## config.mk

```make
export PLATFORM = sky130hd
export DESIGN_NAME = coord_mem_arbiter
export DESIGN_NICKNAME = d
export VERILOG_FILES = /design/src/rtl/coord_mem_pkg.sv /design/src/rtl/coord_mem_read_pipe.sv /design/src/rtl/coord_mem_arbiter.sv
export SDC_FILE = /design/constraint.sdc
export NUM_CORES = 1
export LEC_CHECK = 0
export ABC_AREA = 1
export BUFFER_PORTS_ARGS = -buffer_cell sky130_fd_sc_hd__buf_2
export CAP_MARGIN = 15
export CORE_UTILIZATION = 48
export DETAILED_ROUTE_END_ITERATION = 8
export HOLD_SLACK_MARGIN = 0.05
export PLACE_DENSITY = 0.94
export SLEW_MARGIN = 20
export SYNTH_ARGS = -nofsm -noshare
export SYNTH_HDL_FRONTEND = slang
export SYNTH_SLANG_ARGS = --single-unit
```

## constraint.sdc

```tcl
create_clock -name clock -period 2.2 [get_ports clock]
set_input_delay 0.11 -clock clock [delete_from_list [all_inputs] [get_ports clock]]
set_output_delay 0.11 -clock clock [all_outputs]
set_load 0.03 [all_outputs]
```

## src/rtl/coord_mem_pkg.sv

```systemverilog
// rtl/coord_mem_pkg.sv - shared types and constants for the coordinate memory arbiter
package coord_mem_pkg;

  localparam logic [2:0] XMEM = 3'b000;
  localparam logic [2:0] YMEM = 3'b001;

  typedef enum logic [1:0] {
    IDLE  = 2'd0,
    LOCK0 = 2'd1,
    LOCK1 = 2'd2
  } arb_state_t;

  typedef struct packed {
    logic       valid;
    logic       req_id;
    logic [2:0] mem_id;
    logic       invalid;
  } rd_tag_t;

  function automatic logic id_invalid(input logic [2:0] id);
    return (id != XMEM) && (id != YMEM);
  endfunction

endpackage

```

## src/rtl/coord_mem_read_pipe.sv

```systemverilog
// rtl/coord_mem_read_pipe.sv - read tag delay line and return data mux
// The output stage lines up with q_x/q_y for the address issued READ_LATENCY cycles earlier.
module coord_mem_read_pipe
  import coord_mem_pkg::*;
#(
  parameter int DATA_W       = 8,
  parameter int READ_LATENCY = 2
) (
  input  logic              clock,
  input  logic              reset,
  input  rd_tag_t           push_tag,
  input  logic [DATA_W-1:0] q_x,
  input  logic [DATA_W-1:0] q_y,
  output logic [DATA_W-1:0] rdata,
  output logic              rvalid0,
  output logic              rvalid1
);

  rd_tag_t stage [0:READ_LATENCY];
  rd_tag_t out_tag;

  always_ff @(posedge clock) begin
    if (reset) begin
      for (int i = 0; i <= READ_LATENCY; i++) begin
        stage[i] <= '0;
      end
    end else begin
      stage[0] <= push_tag;
      for (int i = 1; i <= READ_LATENCY; i++) begin
        stage[i] <= stage[i-1];
      end
    end
  end

  assign out_tag = stage[READ_LATENCY];
  assign rvalid0 = out_tag.valid && !out_tag.req_id;
  assign rvalid1 = out_tag.valid && out_tag.req_id;

  // Zero whenever nothing is returning, so rdata is clean out of reset.
  always_comb begin
    rdata = '0;
    if (out_tag.valid && !out_tag.invalid) begin
      rdata = (out_tag.mem_id == YMEM) ? q_y : q_x;
    end
  end

endmodule

```

## src/rtl/coord_mem_arbiter.sv

```systemverilog
// rtl/coord_mem_arbiter.sv - round-robin arbiter with lock between host and pathfinding engine
// Grants are combinational; memory-side outputs and read returns are registered.
module coord_mem_arbiter
  import coord_mem_pkg::*;
#(
  parameter int ADDR_W       = 8,
  parameter int DATA_W       = 8,
  parameter int READ_LATENCY = 2
) (
  input  logic              clock,
  input  logic              reset,
  input  logic              req0,
  input  logic              lock0,
  input  logic [2:0]        mem_id0,
  input  logic [ADDR_W-1:0] addr0,
  input  logic [DATA_W-1:0] wdata0,
  input  logic              wren0,
  output logic              gnt0,
  output logic              rvalid0,
  input  logic              req1,
  input  logic              lock1,
  input  logic [2:0]        mem_id1,
  input  logic [ADDR_W-1:0] addr1,
  input  logic [DATA_W-1:0] wdata1,
  input  logic              wren1,
  output logic              gnt1,
  output logic              rvalid1,
  output logic [DATA_W-1:0] rdata,
  output logic [2:0]        mem_id,
  output logic [ADDR_W-1:0] mem_address,
  output logic [DATA_W-1:0] mem_data,
  output logic              mem_wren,
  input  logic [DATA_W-1:0] q_x,
  input  logic [DATA_W-1:0] q_y
);

  arb_state_t        state;
  logic              pref;
  logic              grant0;
  logic              grant1;
  logic              any_gnt;
  logic [2:0]        sel_id;
  logic [ADDR_W-1:0] sel_addr;
  logic [DATA_W-1:0] sel_wdata;
  logic              sel_wren;
  logic              sel_inv;
  rd_tag_t           push_tag;

  // pref = 1 means requester 1 wins a tie.
  always_comb begin
    grant0 = 1'b0;
    grant1 = 1'b0;
    case (state)
      IDLE: begin
        if (req0 && (!req1 || !pref)) grant0 = 1'b1;
        else if (req1)                grant1 = 1'b1;
      end
      LOCK0:   grant0 = req0;
      LOCK1:   grant1 = req1;
      default: ;
    endcase
  end

  assign gnt0    = grant0;
  assign gnt1    = grant1;
  assign any_gnt = grant0 | grant1;

  always_comb begin
    sel_id    = grant1 ? mem_id1 : mem_id0;
    sel_addr  = grant1 ? addr1   : addr0;
    sel_wdata = grant1 ? wdata1  : wdata0;
    sel_wren  = grant1 ? wren1   : wren0;
    sel_inv   = id_invalid(sel_id);
  end

  always_comb begin
    push_tag         = '0;
    push_tag.valid   = any_gnt && !sel_wren;
    push_tag.req_id  = grant1;
    push_tag.mem_id  = sel_id;
    push_tag.invalid = sel_inv;
  end

  always_ff @(posedge clock) begin
    if (reset) begin
      state       <= IDLE;
      pref        <= 1'b0;
      mem_id      <= '0;
      mem_address <= '0;
      mem_data    <= '0;
      mem_wren    <= 1'b0;
    end else begin
      if (any_gnt) begin
        mem_id      <= sel_inv ? XMEM : sel_id;
        mem_address <= sel_addr;
        mem_data    <= sel_wdata;
        mem_wren    <= sel_wren && !sel_inv;
      end else begin
        mem_wren    <= 1'b0;
      end

      // The pointer only moves on grants made while arbitrating.
      case (state)
        IDLE: begin
          if (any_gnt) pref <= grant0;
          if (grant0 && lock0)      state <= LOCK0;
          else if (grant1 && lock1) state <= LOCK1;
        end
        LOCK0:   if (!lock0) state <= IDLE;
        LOCK1:   if (!lock1) state <= IDLE;
        default: state <= IDLE;
      endcase
    end
  end

  coord_mem_read_pipe #(
    .DATA_W       (DATA_W),
    .READ_LATENCY (READ_LATENCY)
  ) u_read_pipe (
    .clock    (clock),
    .reset    (reset),
    .push_tag (push_tag),
    .q_x      (q_x),
    .q_y      (q_y),
    .rdata    (rdata),
    .rvalid0  (rvalid0),
    .rvalid1  (rvalid1)
  );

endmodule

```

Word level (Yosys, flattened, before mapping)
Memory sizes are Yosys's and may differ from the RTL's.
Index checks and enable logic that the tools add are counted.

word-level totals
  bits of input ports = 62
  memories kept = 1
  memory bits (read-only) = 0
  output and inout port bits = 32
  bits in writable memories = 18
  logic and storage cells = 63
  register bits = 23
  bits in latches = 0

memory list
  name               depth  bits a word  read ports  clocked after Yosys merged registers in  wr ports  line                       source
  u_read_pipe.stage  3      6            3           0                                        3         coord_mem_read_pipe.sv:19  rd_tag_t stage [0:READ_LATENCY];

cells by class
  $add $sub $neg = 0
  bitwise logic cells = 5
  reductions and logical operators = 21
  mux-type cells = 23
  div/mod/pow operators = 0
  $lt $le $gt $ge = 0
  multipliers = 0
  equal/unequal tests = 7
  shift operators = 0

operator list
  kind                                                              number
  8-bit two-way mux                                                 4
  6-bit two-way mux                                                 3
  1-bit logical AND                                                 9
  2-bit two-way mux                                                 4
  1-bit two-way mux                                                 7
  1-bit logical NOT                                                 6
  3-bit two-way mux                                                 2
  2-bit case mux with 3 select lines                                1
  2-bit != test (second input constant)                             2
  1-bit bitwise OR                                                  4
  1-bit case mux with 2 select lines                                2
  3-bit by 1-bit == test with 1-bit output (second input constant)  1
  3-bit by 1-bit != test with 1-bit output (second input constant)  1
  3-bit != test (second input constant)                             1
  3-bit AND reduction                                               1
  3-bit nonzero test                                                1
  2-bit by 1-bit == test with 1-bit output (second input constant)  1
  2-bit == test (second input constant)                             1
  2-bit logical NOT                                                 1
  2-bit AND reduction                                               1
  2-bit OR reduction                                                1
  1-bit logical OR                                                  1
  1-bit inverter                                                    1

Longest topological paths before layout
Gate-level depths: netlist of the first run.

  depth after elaboration = 10
  mapped depth = 10

Modules after synthesis
A second synthesis of the first run with hierarchy kept.

unflattened totals
  cell total of the unflattened synthesis = 260
  area, all modules = 1934.4 sq um

by module, submodules not included
  module               cells an instance  instances  sequential area each (sq um)  area an instance (sq um)
  coord_mem_arbiter    155                1          460.4                         1202.4
  coord_mem_read_pipe  105                1          360.3                         732.0

Worst setup path after synthesis of the first run
Ideal clock, no wire load.

  path kind = flip-flop to output port
  from = memory u_read_pipe.stage[0][17] (netlist bit)
  to = output port rdata[0]
  path slack = 0.557 ns
  arrival time = 1.533 ns
  cell stages (with the launch flop) = 5
  path through = dfxtp_1 -> inv_1 -> or2_2 -> buf_2 -> a211oi_1

RTL lines
  item             line                       source
  start, declared  coord_mem_read_pipe.sv:19
  end, declared    coord_mem_arbiter.sv:28    output logic [DATA_W-1:0] rdata,

==> results of run 1 <==
[state kept, by name, indices dropped and copies added (netlist names)]
| register | flops |
|---|---|
| state | 2 |
| pref | 1 |
| mem_data | 8 |
| mem_wren | 1 |
| mem_address | 8 |
| mem_id | 3 |
| u_read_pipe.stage | 18 |
[worst paths after layout]
check             slack, ns                       end                     start  cells past startpoint
setup / recovery       0.45                  rdata[5]  u_read_pipe.stage[0][14]                      3
hold / removal         0.09   u_read_pipe.stage[0][1]                mem_id1[0]                      3
setup reg to reg       0.92                  mem_wren                  state[0]                      8
hold reg to reg        0.40  u_read_pipe.stage[0][10]   u_read_pipe.stage[0][4]                      2
[cell type report]
cell class,count,area (µm²),area share
inverters,56,213,0.0905
clock buffers,7,96.3,0.0410
multi-input cells,144,692,0.294
flip-flops and latches,41,821,0.349
repair buffers,93,465,0.198
well taps,46,57.6,0.0245
clock inverters,1,5.00,0.00213
[power by group through the flow]
| stage | Combinational, µW | Sequential (µW) | Clock (µW) |
|---|---|---|---|
| final | 339 | 822 | 528 |
| after global routing | 377 | 828 | 576 |
| after CTS | 342 | 822 | 536 |
| after detailed placement | 341 | 838 | 0 |
| after global placement | 332 | 836 | 0 |
| after floorplan | 170 | 902 | 0 |
[per-layer routing]
layer / track usage / part of all wire / up-vias
li1: - / - / 940
met1: 0.191 / 0.39 / 730
met2: 0.358 / 0.51 / 64
met3: 0.0670 / 0.073 / 10
met4: 0.125 / 0.024 / 0
met5: 0 / 0 / -
[placed cells by master (no fill, tap or decap)]
cell type / n
nand2_2: 2
clkinv_2: 1
a211oi_1: 8
o21ai_1: 7
nand2_4: 5
dfxtp_1: 41
nand3_2: 1
nand3b_1: 1
inv_4: 1
clkbuf_8: 7
inv_2: 6
nand3_1: 6
inv_1: 49
o21ai_0: 29
nor2_2: 1
nor2_1: 31
a21oi_1: 5
or2_2: 1
nand2_1: 46
o21ai_2: 1
buf_2: 93
[metrics by stage]
| step | total power (µW) | std cells |
|---|---|---|
| after floorplan | 1070 | 251 |
| after CTS | 1700 | 388 |
| after detailed placement | 1180 | 380 |
| final | 1690 | 388 |
| after global routing | 1780 | 388 |
| after global placement | 1170 | 380 |
[tightest hold or removal path, stage by stage]
cell,delay [ns]
buf_2,0.10
nand2_1,0.07
a21oi_1,0.06
[cells by family after synthesis]
kind of cell | after synthesis
simple gates | 94
buf+inv | 66
compound gates | 50
flops | 41
==> results.md, run 1 <==
* # resized after CTS at 0
* Top-level I/O count at between 90 and 100
* Synth Area in Simple Gates at 0.233
* Clock root cell: clkbuf_8
* Top-count cell post-synth: inv_1
* Placement Setup Slack at 0.773 ns
* Status: finished, final reports clean
* Die area at 3980 µm²
* Drt drc at 0
* Sum Neg Setup Slack at 0 ns
* Post-DP HPWL at 2.86 mm
* Die Y-Extent at 63.1 µm
* DR vias/cell at ~4.5
* Nets at 403
* Number of detailed-route iterations in the first pass at 4
* Leading area contributor after synthesis: dfxtp_1
* Largest net degree at the start of global routing at between 40 and 50
* Clock Path Buffers at 2
* Seq cells post-synth at 41
* Crit-path slowest cell: nand3b_1
* Clock power share at 0.313
* Initial antenna violation count at 0
* Yosys warns at 0
* Setup CP Type: flop to primary output
* Required @ worst endpoint at 2.09 ns
* Setup crit end kind: primary output
* Synth-to-layout area growth at 31.1%
* Synth top area cells: dfxtp_1 46%, inv_1 10%, nand2_1 9.6%
* Relative slew slack at 0.641
* First-pass GRT wire length at 6.17 mm
* Initial DRC count at 22
* Minimum clock period at between 1.5 and 2 ns
* Fraction of registers with async set/reset at 0
* Via count at 1744
* Final Wtd Congestion at 0.798
* Starting density of the core at 0.521
* Sink Count at 41
* Final instance area at roughly 2300 µm²
* Worst Path Arrival at 1.64 ns
* Largest family of logic cells by synthesized area: simple AND/OR/NAND/NOR gates
* CTS tree: done
* Layout cell share with drive strength beyond 1 at 0.348
* Post-CTS Setup Inserts at 0
* CP max stage delay at 0.45 ns
* FMAX at 0.572 GHz
* RSZ-0062 raised after global routing: false
* Mux share of post-synthesis cell area at 0
* PD cells at approximately 720 nW/µm²
* Core footprint at 3440 µm²
* Compound-cell area share of the yosys netlist at 0.153
* Total gr overflow at 0
* CTS H-tree depth at 2
* Post-Syn Area per Cell at slightly above 7 µm²
* Hold Crit Class: primary input to flop
* Vias in the first global route at 1544
* Detailed Route WL at 3.72 mm
* Row count at 21
* Final setup vio count at 0
* Buffers on Ports at 93
* Combinational share of power at 0.201
* Routed Antenna Nets at 0
* Reg clk slew, reported paths at 0.08 ns
* Crit Path Max Fanout at 16
* CTS Hold Bufs at 0
* Post-Synth XOR/XNOR Area at 0
* Die W at 63.1 µm
* Final period utilization at 0.794
* Synth top area share at 0.458
* Post-synth EDFFs at 0
* Buf+Inv Stages, Crit Path at 1
* Synth Area in Adders at 0
* Final core utilization at 0.683
* Yosys cell types at 22
* Most frequent cells after synthesis: 49 x inv_1, 46 x nand2_1, 41 x dfxtp_1
* Post-DP Area at ~2200 µm²
* Hold WS at 0.0893 ns
* Final hold vios at 0
* Switching pwr at 489 µW
* WL/cell at approximately 9.6 µm
* Peak supply drop at 0.436 mV
* Reg power frac at 0.487
* Leakage at 0.00131 µW
* Post-Synthesis Cell Area at roughly 1800 µm²
* Sw Ratio at 0.290
* ANT cells at 0
* Main synth FF type: dfxtp_1
* Setup Skew at 0.00425 ns
* Clock latency on the worst-skew pair at 0.29 ns
* Syn nets at 313
* Max Cap Viol at 0
* Final Slew Violations at 0
* CP delay by family, top: simple AND/OR/NAND/NOR gates
* CP startpoint kind: flop
* CTS Buf Count at 5
* Mapped Cells at 251
* Filler cells at just under 300
* Total GRT Usage at 0.198
* Int Pwr at 1200 µW
* Crit-path cells: nand3b_1 -> a211oi_1 -> buf_2
* Seq/Total Area, Yosys at 0.458
* Worst setup margin at about 0.45 ns
* Worst slew pin tran at 0.537 ns
(Power assumes the default switching activity.)
==> run 2, diff against run 1 <==
--- a/config.mk
+++ b/config.mk
@@ -8,10 +8,10 @@
 export ABC_AREA = 1
 export BUFFER_PORTS_ARGS = -buffer_cell sky130_fd_sc_hd__buf_2
 export CAP_MARGIN = 15
-export CORE_UTILIZATION = 48
+export CORE_UTILIZATION = 40
 export DETAILED_ROUTE_END_ITERATION = 8
 export HOLD_SLACK_MARGIN = 0.05
-export PLACE_DENSITY = 0.94
+export PLACE_DENSITY = 0.85
 export SLEW_MARGIN = 20
 export SYNTH_ARGS = -nofsm -noshare
 export SYNTH_HDL_FRONTEND = slang
==> constraint.sdc (replaced) <==
create_clock -name clock -period 1.56 [get_ports clock]
set_input_delay 0.078 -clock clock [delete_from_list [all_inputs] [get_ports clock]]
set_output_delay 0.078 -clock clock [all_outputs]
set_load 0.03 [all_outputs]
==> run 2 against run 1 <==
Worst setup slack worse by 0.34 ns. Cell count rose by 1.5%. Global-route usage down 4.1 points. Sequential cell count unchanged. Combinational power rose by 47%. Total power increased by 40%. Worst hold slack worse by 0.021 ns. Design area grew 3.8%. Via count shrank 0.11%. Core utilization decreased by 9.4 points. Critical path type unchanged.
==> results.md, run 2 (synthesized netlist as in run 1, its figures left out) <==
* Final instance area at 2440 µm² (+3.8%)
* Final Slew Violations at 0 (unchanged)
* Layout cell share with drive strength beyond 1 at 0.369 (+0.0212)
* Sw Ratio at 0.297 (+0.00679)
* Switching pwr at 700 µW (+43%)
* Setup Skew at 0.00523 ns (+0.000983 ns)
* Total GRT Usage at 0.157 (-0.0412)
* Die area at 4750 µm² (+19%)
* Setup CP Type: flop to primary output
* Max Cap Viol at 0 (unchanged)
* PD cells at 968 nW/µm² (+35%)
* Initial DRC count at 55 (+150%)
* Synth-to-layout area growth at 36.1%
* Total gr overflow at 0 (unchanged)
* Number of detailed-route iterations in the first pass at 4 (unchanged)
* CTS H-tree depth at 2 (unchanged)
* Drt drc at 0 (unchanged)
* Clock latency on the worst-skew pair at 0.28 ns (about the same)
* Crit-path cells: inv_1 -> or2_4 -> a211oi_2 -> buf_4
* Regs by FF count: u_read_pipe.stage x18, mem_address x8, mem_data x8
* CTS Buf Count at 5 (unchanged)
* RSZ-0062 raised after global routing: false
* Max FFs per register at 18 (unchanged)
* Reg power frac at 0.491 (+0.004)
* Final hold vios at 0 (unchanged)
* Post-DP Area at 2260 µm² (+0.56%)
* First-pass GRT wire length at 5.45 mm (-12%)
* WL/cell at 9.67 µm (+0.97%)
* Buffers on Ports at 93 (unchanged)
* Filler cells at 394 (+36%)
* Die W at 68.9 µm (+9.2%)
* CP max stage delay at 0.33 ns (-0.12 ns)
* Starting density of the core at 0.432 (-0.0882)
* Combinational share of power at 0.211 (+0.010)
* CP startpoint kind: flop
* Nets at 405 (+0.50%)
* Post-DP HPWL at 2.81 mm (-2.0%)
* Initial antenna violation count at 0 (unchanged)
* Most frequent cells in the layout: 85 x buf_2, 49 x inv_1, 46 x nand2_1, 41 x dfxtp_1, 31 x nor2_1
* Detailed Route WL at 3.81 mm (+2.5%)
* Core footprint at 4140 µm² (+20%)
* FMAX at around 0.7 GHz
* CTS Hold Bufs at 0 (unchanged)
* Row count at 23 (+9.5%)
* Placement Setup Slack at 0.186 ns (-0.587 ns)
* Relative slew slack at 0.856 (+0.215)
* Minimum clock period at 1.45 ns
* ANT cells at 0 (unchanged)
* Vias in the first global route at 1369 (-11%)
* DR vias/cell at 4.42 (-1.6%)
* Clock power share at 0.298 (-0.015)
* CTS tree: done
* Leakage at 0.00133 µW (+1.4%)
* Clock root cell: clkbuf_8
* Reg clk slew, reported paths at 0.08 ns (about the same)
* Hold Crit Class: primary input to flop
* Via count at 1742 (-0.11%)
* Worst slew pin tran at 0.216 ns (-0.321 ns)
* Die Y-Extent at 68.9 µm (+9.2%)
* Clock Path Buffers at 2 (unchanged)
* Int Pwr at 1660 µW (+38%)
* Worst setup margin at 0.109 ns (-0.343 ns)
* Routed Antenna Nets at 0 (unchanged)
* Sink Count at 41 (unchanged)
* Crit Path Max Fanout at 8 (-8)
* Status: finished, final reports clean
* Crit-path slowest cell: dfxtp_1
* Final Wtd Congestion at 0.711 (-11%)
* Peak supply drop at 0.648 mV (+49%)
* Pwr Total at 2360 µW (+40%)
* Final period utilization at 0.930
* Setup crit end kind: primary output
* Required @ worst endpoint at 1.48 ns (-0.61 ns)
* Top-level I/O count at 94 (unchanged)
* Most common cell after layout, fill and taps aside: buf_2
* Final setup vio count at 0 (unchanged)
* Largest Register: u_read_pipe.stage
* Largest net degree at the start of global routing at 41 (unchanged)
* Worst Path Arrival at 1.37 ns (-0.27 ns)
run 2: stage by stage:
step	std cells	util	hold WS [ns]	setup TNS [ns]
after floorplan	251	-	0.240	-0.408
after global placement	385	0.546	0.365	0
after detailed placement	385	0.546	0.365	0
after CTS	394	0.575	0.0604	0
after global routing	394	0.588	0.0773	0
final	394	0.588	0.0686	0
run 2: worst paths after layout:
check / slack [ns] / end / from / cells after the start
max: 0.11 / rdata[0] / u_read_pipe.stage[0][17] / 4
max reg2reg: 0.29 / mem_wren / state[1] / 6
min: 0.07 / u_read_pipe.stage[0][5] / wren1 / 4
min reg2reg: 0.40 / u_read_pipe.stage[0][12] / u_read_pipe.stage[0][6] / 2
run 2: area by class of cell:
type                    instances  area [µm²]  share of cell area
inverters                      56         213              0.0872
well taps                      50        62.6              0.0257
clock inverters                 2        13.8             0.00564
flip-flops and latches         41         821               0.337
repair buffers                 95         513               0.210
multi-input cells             144         733               0.301
clock buffers                   6        82.6              0.0339
run 2: per-layer routing:
metal  global-route usage  up-vias  wire length [µm]
met4               0.0536        0                37
met3               0.0576        4               275
met1                0.165      735              1520
met5                    0        -                 0
li1                     -      942                 -
met2                0.285       61              1980
run 2: timing repair:
action,in CTS,in global routing
endpoints found under the setup margin,8,9
endpoints found under the hold margin,0,0
buffers inserted,1,0
gates resized for setup,2,16
run 2: worst max-delay path: cells and delay by family, from the launching register on:
kind	cells	cell delay (ns)
simple gates	1	0.28
flops	1	0.33
buf+inv	2	0.25
compound gates	1	0.23
run 2: power by group through the flow:
stage / Sequential (µW) / Clock (µW) / Combinational (µW)
3_5_place_dp: 1180 / 0 / 484
4_1_cts: 1160 / 719 / 489
3_3_place_gp: 1180 / 0 / 474
5_1_grt: 1170 / 779 / 557
2_1_floorplan: 1270 / 0 / 240
6_report: 1160 / 704 / 498
